$ cat config.mk
export PLATFORM = sky130hd
export DESIGN_NAME = uart_tx
export DESIGN_NICKNAME = d
export VERILOG_FILES = /design/src/rtl/uart_tx.sv
export SDC_FILE = /design/constraint.sdc
export NUM_CORES = 1
export LEC_CHECK = 0
export BUFFER_PORTS_ARGS = -buffer_cell sky130_fd_sc_hd__buf_2
export CELL_PAD_IN_SITES_DETAIL_PLACEMENT = 0
export CELL_PAD_IN_SITES_GLOBAL_PLACEMENT = 1
export CORE_UTILIZATION = 41
export CTS_CLUSTER_SIZE = 30
export DETAILED_ROUTE_END_ITERATION = 8
export GPL_TIMING_DRIVEN = 0
export PLACE_DENSITY = 0.82
export SLEW_MARGIN = 5
export SYNTH_ARGS = -nofsm -noshare
export SYNTH_HDL_FRONTEND = slang
export SYNTH_SLANG_ARGS = --single-unit
export TNS_END_PERCENT = 1
$ cat constraint.sdc
create_clock -name clk -period 3.5 [get_ports clk]
set_clock_uncertainty 0.15 [all_clocks]
set_input_delay 0.35 -clock clk [delete_from_list [all_inputs] [get_ports clk]]
set_output_delay 0.35 -clock clk [all_outputs]
set_load 0.05 [all_outputs]
$ cat src/rtl/uart_tx.sv
// UART transmitter: takes one W_IN-bit word per handshake and sends it as NUM_WORDS characters,
// character 0 first, each framed as start bit, LSB-first data bits, then stop bit(s).
module uart_tx #(
  parameter int unsigned CLOCKS_PER_PULSE = 4,
  parameter int unsigned BITS_PER_WORD    = 8,
  parameter int unsigned W_IN             = 16,
  parameter int unsigned STOP_BITS        = 1
) (
  input  logic            clk,
  input  logic            rstn,
  input  logic            s_valid,
  output logic            s_ready,
  input  logic [W_IN-1:0] s_data,
  output logic            tx
);

  localparam int unsigned NumWords  = W_IN / BITS_PER_WORD;
  localparam int unsigned StopClks  = STOP_BITS * CLOCKS_PER_PULSE;
  localparam int unsigned ClkW      = $clog2(StopClks);
  localparam int unsigned BitW      = (BITS_PER_WORD > 1) ? $clog2(BITS_PER_WORD) : 1;
  localparam int unsigned CharW     = (NumWords > 1) ? $clog2(NumWords) : 1;

  localparam logic [ClkW-1:0]  PulseLast = ClkW'(CLOCKS_PER_PULSE - 1);
  localparam logic [ClkW-1:0]  StopLast  = ClkW'(StopClks - 1);
  localparam logic [BitW-1:0]  BitLast   = BitW'(BITS_PER_WORD - 1);
  localparam logic [CharW-1:0] CharLast  = CharW'(NumWords - 1);

  typedef enum logic [1:0] {StIdle, StStart, StData, StEnd} state_e;

  state_e            state_q, state_d;
  logic [ClkW-1:0]   clk_cnt_q, clk_cnt_d;
  logic [BitW-1:0]   bit_cnt_q, bit_cnt_d;
  logic [CharW-1:0]  char_cnt_q, char_cnt_d;
  logic [W_IN-1:0]   shift_q, shift_d;
  logic              tx_q, tx_d;

  assign s_ready = (state_q == StIdle);
  assign tx      = tx_q;

  always_ff @(posedge clk or negedge rstn) begin
    if (!rstn) begin
      state_q    <= StIdle;
      clk_cnt_q  <= '0;
      bit_cnt_q  <= '0;
      char_cnt_q <= '0;
      shift_q    <= '0;
      tx_q       <= 1'b1;
    end else begin
      state_q    <= state_d;
      clk_cnt_q  <= clk_cnt_d;
      bit_cnt_q  <= bit_cnt_d;
      char_cnt_q <= char_cnt_d;
      shift_q    <= shift_d;
      tx_q       <= tx_d;
    end
  end

  always_comb begin
    state_d    = state_q;
    clk_cnt_d  = clk_cnt_q;
    bit_cnt_d  = bit_cnt_q;
    char_cnt_d = char_cnt_q;
    shift_d    = shift_q;
    tx_d       = 1'b1;

    unique case (state_q)
      StIdle: begin
        if (s_valid) begin
          shift_d   = s_data;
          clk_cnt_d = '0;
          state_d   = StStart;
        end
      end
      StStart: begin
        if (clk_cnt_q == PulseLast) begin
          clk_cnt_d = '0;
          state_d   = StData;
        end else begin
          clk_cnt_d = clk_cnt_q + 1'b1;
        end
      end
      StData: begin
        if (clk_cnt_q == PulseLast) begin
          clk_cnt_d = '0;
          shift_d   = shift_q >> 1;
          if (bit_cnt_q == BitLast) begin
            bit_cnt_d = '0;
            state_d   = StEnd;
          end else begin
            bit_cnt_d = bit_cnt_q + 1'b1;
          end
        end else begin
          clk_cnt_d = clk_cnt_q + 1'b1;
        end
      end
      StEnd: begin
        if (clk_cnt_q == StopLast) begin
          clk_cnt_d = '0;
          if (char_cnt_q < CharLast) begin
            char_cnt_d = char_cnt_q + 1'b1;
            state_d    = StStart;
          end else begin
            char_cnt_d = '0;
            state_d    = StIdle;
          end
        end else begin
          clk_cnt_d = clk_cnt_q + 1'b1;
        end
      end
      default: ;
    endcase

    // Line level is registered from the next state so tx has no path from the inputs.
    unique case (state_d)
      StStart: tx_d = 1'b0;
      StData:  tx_d = shift_d[0];
      default: tx_d = 1'b1;
    endcase
  end

endmodule

# --- Word-level counts from Yosys, hierarchy flattened ---
# Index checks and enable logic that the tools add are counted.
word_totals:
  output_inout_bits: 2
  word_cells: 42
  ff_bits: 25
  input_bits: 19
op_classes:
  add_sub_neg: 3
  n_mux: 16
  n_eq_ne: 9
  reduce_logical: 6
  magnitude_cmp: 1
ops:
  columns: ["op", "count"]
  rows:
  - ["$mux W16", 2]
  - ["$pmux W16 S2", 1]
  - ["$mux W2", 7]
  - ["$eq A2 B2 Y1 const B", 4]
  - ["$pmux W2 S4", 1]
  - ["$eq A2 B1 Y1 const B", 2]
  - ["$ne A2 B2 Y1 const B", 2]
  - ["$pmux W2 S2", 1]
  - ["$reduce_and A2 Y1", 2]
  - ["$add A3 B1 Y3 const B", 1]
  - ["$eq A3 B3 Y1 const B", 1]
  - ["$mux W3", 1]
  - ["$reduce_and A3 Y1", 1]
  - ["$reduce_or A3 Y1", 1]
  - ["$add A2 B1 Y2 const B", 1]
  - ["$logic_not A2 Y1", 1]
  - ["$mux W1", 2]
  - ["$pmux W1 S2", 1]
  - ["$reduce_bool A2 Y1", 1]
  - ["$add A1 B1 Y1 const B", 1]
  - ["$lt A1 B1 Y1 const B", 1]

# --- Logic depth before layout (Yosys ltp) ---
logic_depth:
  depth_word: 6
  ltp_mapped: 7
  mapped_depth_nobuf: 5

# --- Worst setup path after synthesis ---
# No wires, ideal clock.
synth_path:
  kind: "register to output"
  from: "reg state_q[1]"
  to: "out s_ready"
  arrival_time_ps: 1338
  path_slack_ps: 1662
  path_stages_with_launch: 3
  cell_sequence: "dfrtp_1 > clkbuf_1 > nor2_1"
synth_via:
  elab_chain_len: 1
synth_lines:
  columns: ["item", "line", "rtl"]
  rows:
  - ["start, declared", "30", "state_e state_q, state_d;"]
  - ["start signal, assigned", "42", "state_q <= StIdle;"]
  - ["start signal, assigned", "49", "state_q <= state_d;"]
  - ["$logic_not A2 Y1", "37", "assign s_ready = (state_q == StIdle);"]
  - ["end, declared", "12", "output logic s_ready,"]
# No other way between the ends.

# --- Worst setup path after layout ---
# Ends and elaborated chain as after synthesis.

==> metrics.md <==
| Metric | Value |
|---|---|
| Status | finished clean |
| Initial DRC count | 18 |
| Commonest non-fill, non-tap cells in the layout | 24 x dfrtp_1, 22 x buf_2, 15 x a22o_1 |
| Commonest non-fill, non-tap cell in the layout | dfrtp_1 |
| Setup violators final | 0 |
| Vias in the first global route | 918 |
| Drt pass-1 iters | 4 |
| Skew-Pair Late Insertion Delay | 310 ps |
| Max-slew violation count | 0 |
| Worst path max stage delay | 440 ps |
| Worst path cell trace | clkbuf_1, nor2_1, buf_2 |
| IO buf count | 20 |
| Diode count | 0 |
| Area of the die | 0.00315 mm² |
| Hold Startpoint | s_data[15] |
| Most used DFF post-synth | dfrtp_1 |
| Post-Synthesis Cells | 98 |
| Critical path data required time | 3000 ps |
| Critical-path top delay cell | dfrtp_1 |
| # Max-Cap Violations | 0 |
| Setup ws final | 1490 ps |
| Final hold viol count | 0 |
| Async SR Flop Fraction | 1.00 |
| Lkg Pwr | 0.000726 µW |
| Post-Syn Area | 0.00120 mm² |
| Die H | 56.2 µm |
| Core Region | 0.00276 mm² |
| Clock sinks | 25 |
| #FFs+latches synth | 25 |
| Post-synth EDFFs | 0 |
| # rows | 19 |
| CP Launch Type | register |
| WS Path Type | register to output port |
| DRC | 0 |
| Largest net degree at the start of global routing | 26 |
| Worst Setup SP | state_q[1]$_DFF_PN0_ |
| DR WL/cell | 14.2 µm |
| Fraction of layout cells with a size suffix above 1 | 0.293 |
| Ys Warns | 0 |
| Worst hold margin | 115 ps |
| Placed wire-length estimate | 1510 µm |
| DRT Wirelength | 2180 µm |
| Period Utilization, post-route | 0.575 |
| Cts bufs inserted | 3 |
| GRT Total Usage | 0.158 |
| Overflow after GRT | 0 |
| Antenna violations before repair | 0 |
| Cell Pwr Density | 796 mW/mm² |
| Setup TNS | 0 ps |
| Worst-path clk slew | 140 ps |
| Initial Utilization | 0.436 |
| Clock root buffer | clkbuf_4 |
| Final net count | 146 |
| First-pass GRT wire length | 3970 µm |
| Remaining antenna violation count | 0 |
| FMAX | 0.497 GHz |
| Top delay family on crit path | buffers and inverters |
| Period minus WS final | 2010 ps |
| Die Wd | 56.2 µm |
| Rel. slew slack | 0.628 |
| Crit Reg-Reg Startpoint | clk_cnt_q[0]$_DFFE_PN0P_ |
| Worst-Margin Slew | 559 ps |
| RSZ-0062 raised after global routing | false |
| Sequential share of the synthesized area | 0.521 |
| Worst Path Buf+Inv | 2 |
| Post-CTS setup buffers | 0 |
| Distinct cell type count after synthesis | 31 |
| GP Congestion | 0.786 |
| Setup slack after placement | 1670 ps |
| Worst Path Arrival | 1510 ps |
| CP Capture Type | output port |
| Via density | 5.51 |
| Area Growth Syn to Fin | 14.7% |
| Syn_nets | 120 |
| Worst-case clock buffer depth | 2 |
| Tightest Hold Check Type | input port to register |
| DR vias | 848 |
| Io pins | 21 |
| CTS tree | yes |
| Worst VDD drop | 439 µV |
| Worst-path fanout max | 10 |
| Avg Inst Size Synth | 12.3 µm² |
| H-tree Lvls | 1 |
==> cells in the mapped netlist, drive strengths merged (2+ instances only) <==
library cell	count	area [µm²]
a22o	15	131
dfrtp	24	601
nor2	5	26.3
mux2	3	33.8
inv	2	7.51
nand2	3	11.3
ha	3	37.5
a21o	14	105
xnor2	2	17.5
nand2b	2	12.5
a221o	2	20.0
nand3b	2	15.0
buf	6	47.5
==> cell families after synthesis <==
| kind of cell | after synthesis | share of synthesized area |
|---|---|---|
| AO/OA/AOI/OAI | 39 | 0.261 |
| XOR/XNOR | 2 | 0.0146 |
| adder cells (fa/ha/maj) | 3 | 0.0312 |
| buffers and inverters | 9 | 0.0489 |
| flip-flops | 25 | 0.521 |
| multiplexers | 4 | 0.0364 |
| AND/OR/NAND/NOR | 16 | 0.0864 |
==> per-layer routing <==
metal  vias up  share of wire  track usage
met5         -              0            0
met4         0         0.0078       0.0523
met3         2          0.028       0.0209
met2        11           0.48        0.267
met1       419           0.48        0.211
li1        416              -            -
==> sequential cells by signal (all words and copies together), names as in the netlist <==
signal / flops
shift_q: 16
state_q: 2
bit_cnt_q: 3
char_cnt_q: 1
tx: 1
clk_cnt_q: 2
==> path summary, 6_finish.rpt <==
check	endpoint	slack [ps]	cells past startpoint
setup reg to reg	shift_q[13]$_DFFE_PN0P_	1660	7
hold / removal	shift_q[15]$_DFFE_PN0P_	120	2
max in group asynchronous	tx$_DFF_PN1_	2440	2
hold reg to reg	shift_q[3]$_DFFE_PN0P_	340	1
min in group asynchronous	shift_q[0]$_DFF_PN0_	390	2
setup / recovery	s_ready	1490	3
==> per-stage QoR <==
stage | cells | power, µW | utilization | instance area, µm²
after floorplan | 98 | 872 | - | 1200
after global placement | 149 | 951 | 0.486 | 1340
after detailed placement | 149 | 979 | 0.486 | 1340
after CTS | 154 | 1110 | 0.500 | 1380
after global routing | 154 | 1190 | 0.500 | 1380
final | 154 | 1100 | 0.500 | 1380
==> layout make-up <==
class,instances,area [µm²]
buffer,7,51.3
clock buffer,3,22.5
clock inverter,1,5.00
fill,261,1380
inverter,2,7.51
multi-input combinational,64,517
sequential,25,627
tap,31,38.8
timing repair buffer,21,110
==> report_power, final <==
group	internal [µW]	switching, µW	leakage [µW]	total [µW]
combinational	223	227	0.000402	450
clock	42.7	85.4	0.0000177	128
sequential	429	91.0	0.000306	520
total	694	403	0.000726	1100
==> repair_timing <==
action | CTS | global route
gates resized for setup | 0 | 0
endpoints found under the hold margin | 24 | 0
hold buffers | 1 | 0
Note: power is estimated with default switching activity, not from simulation.
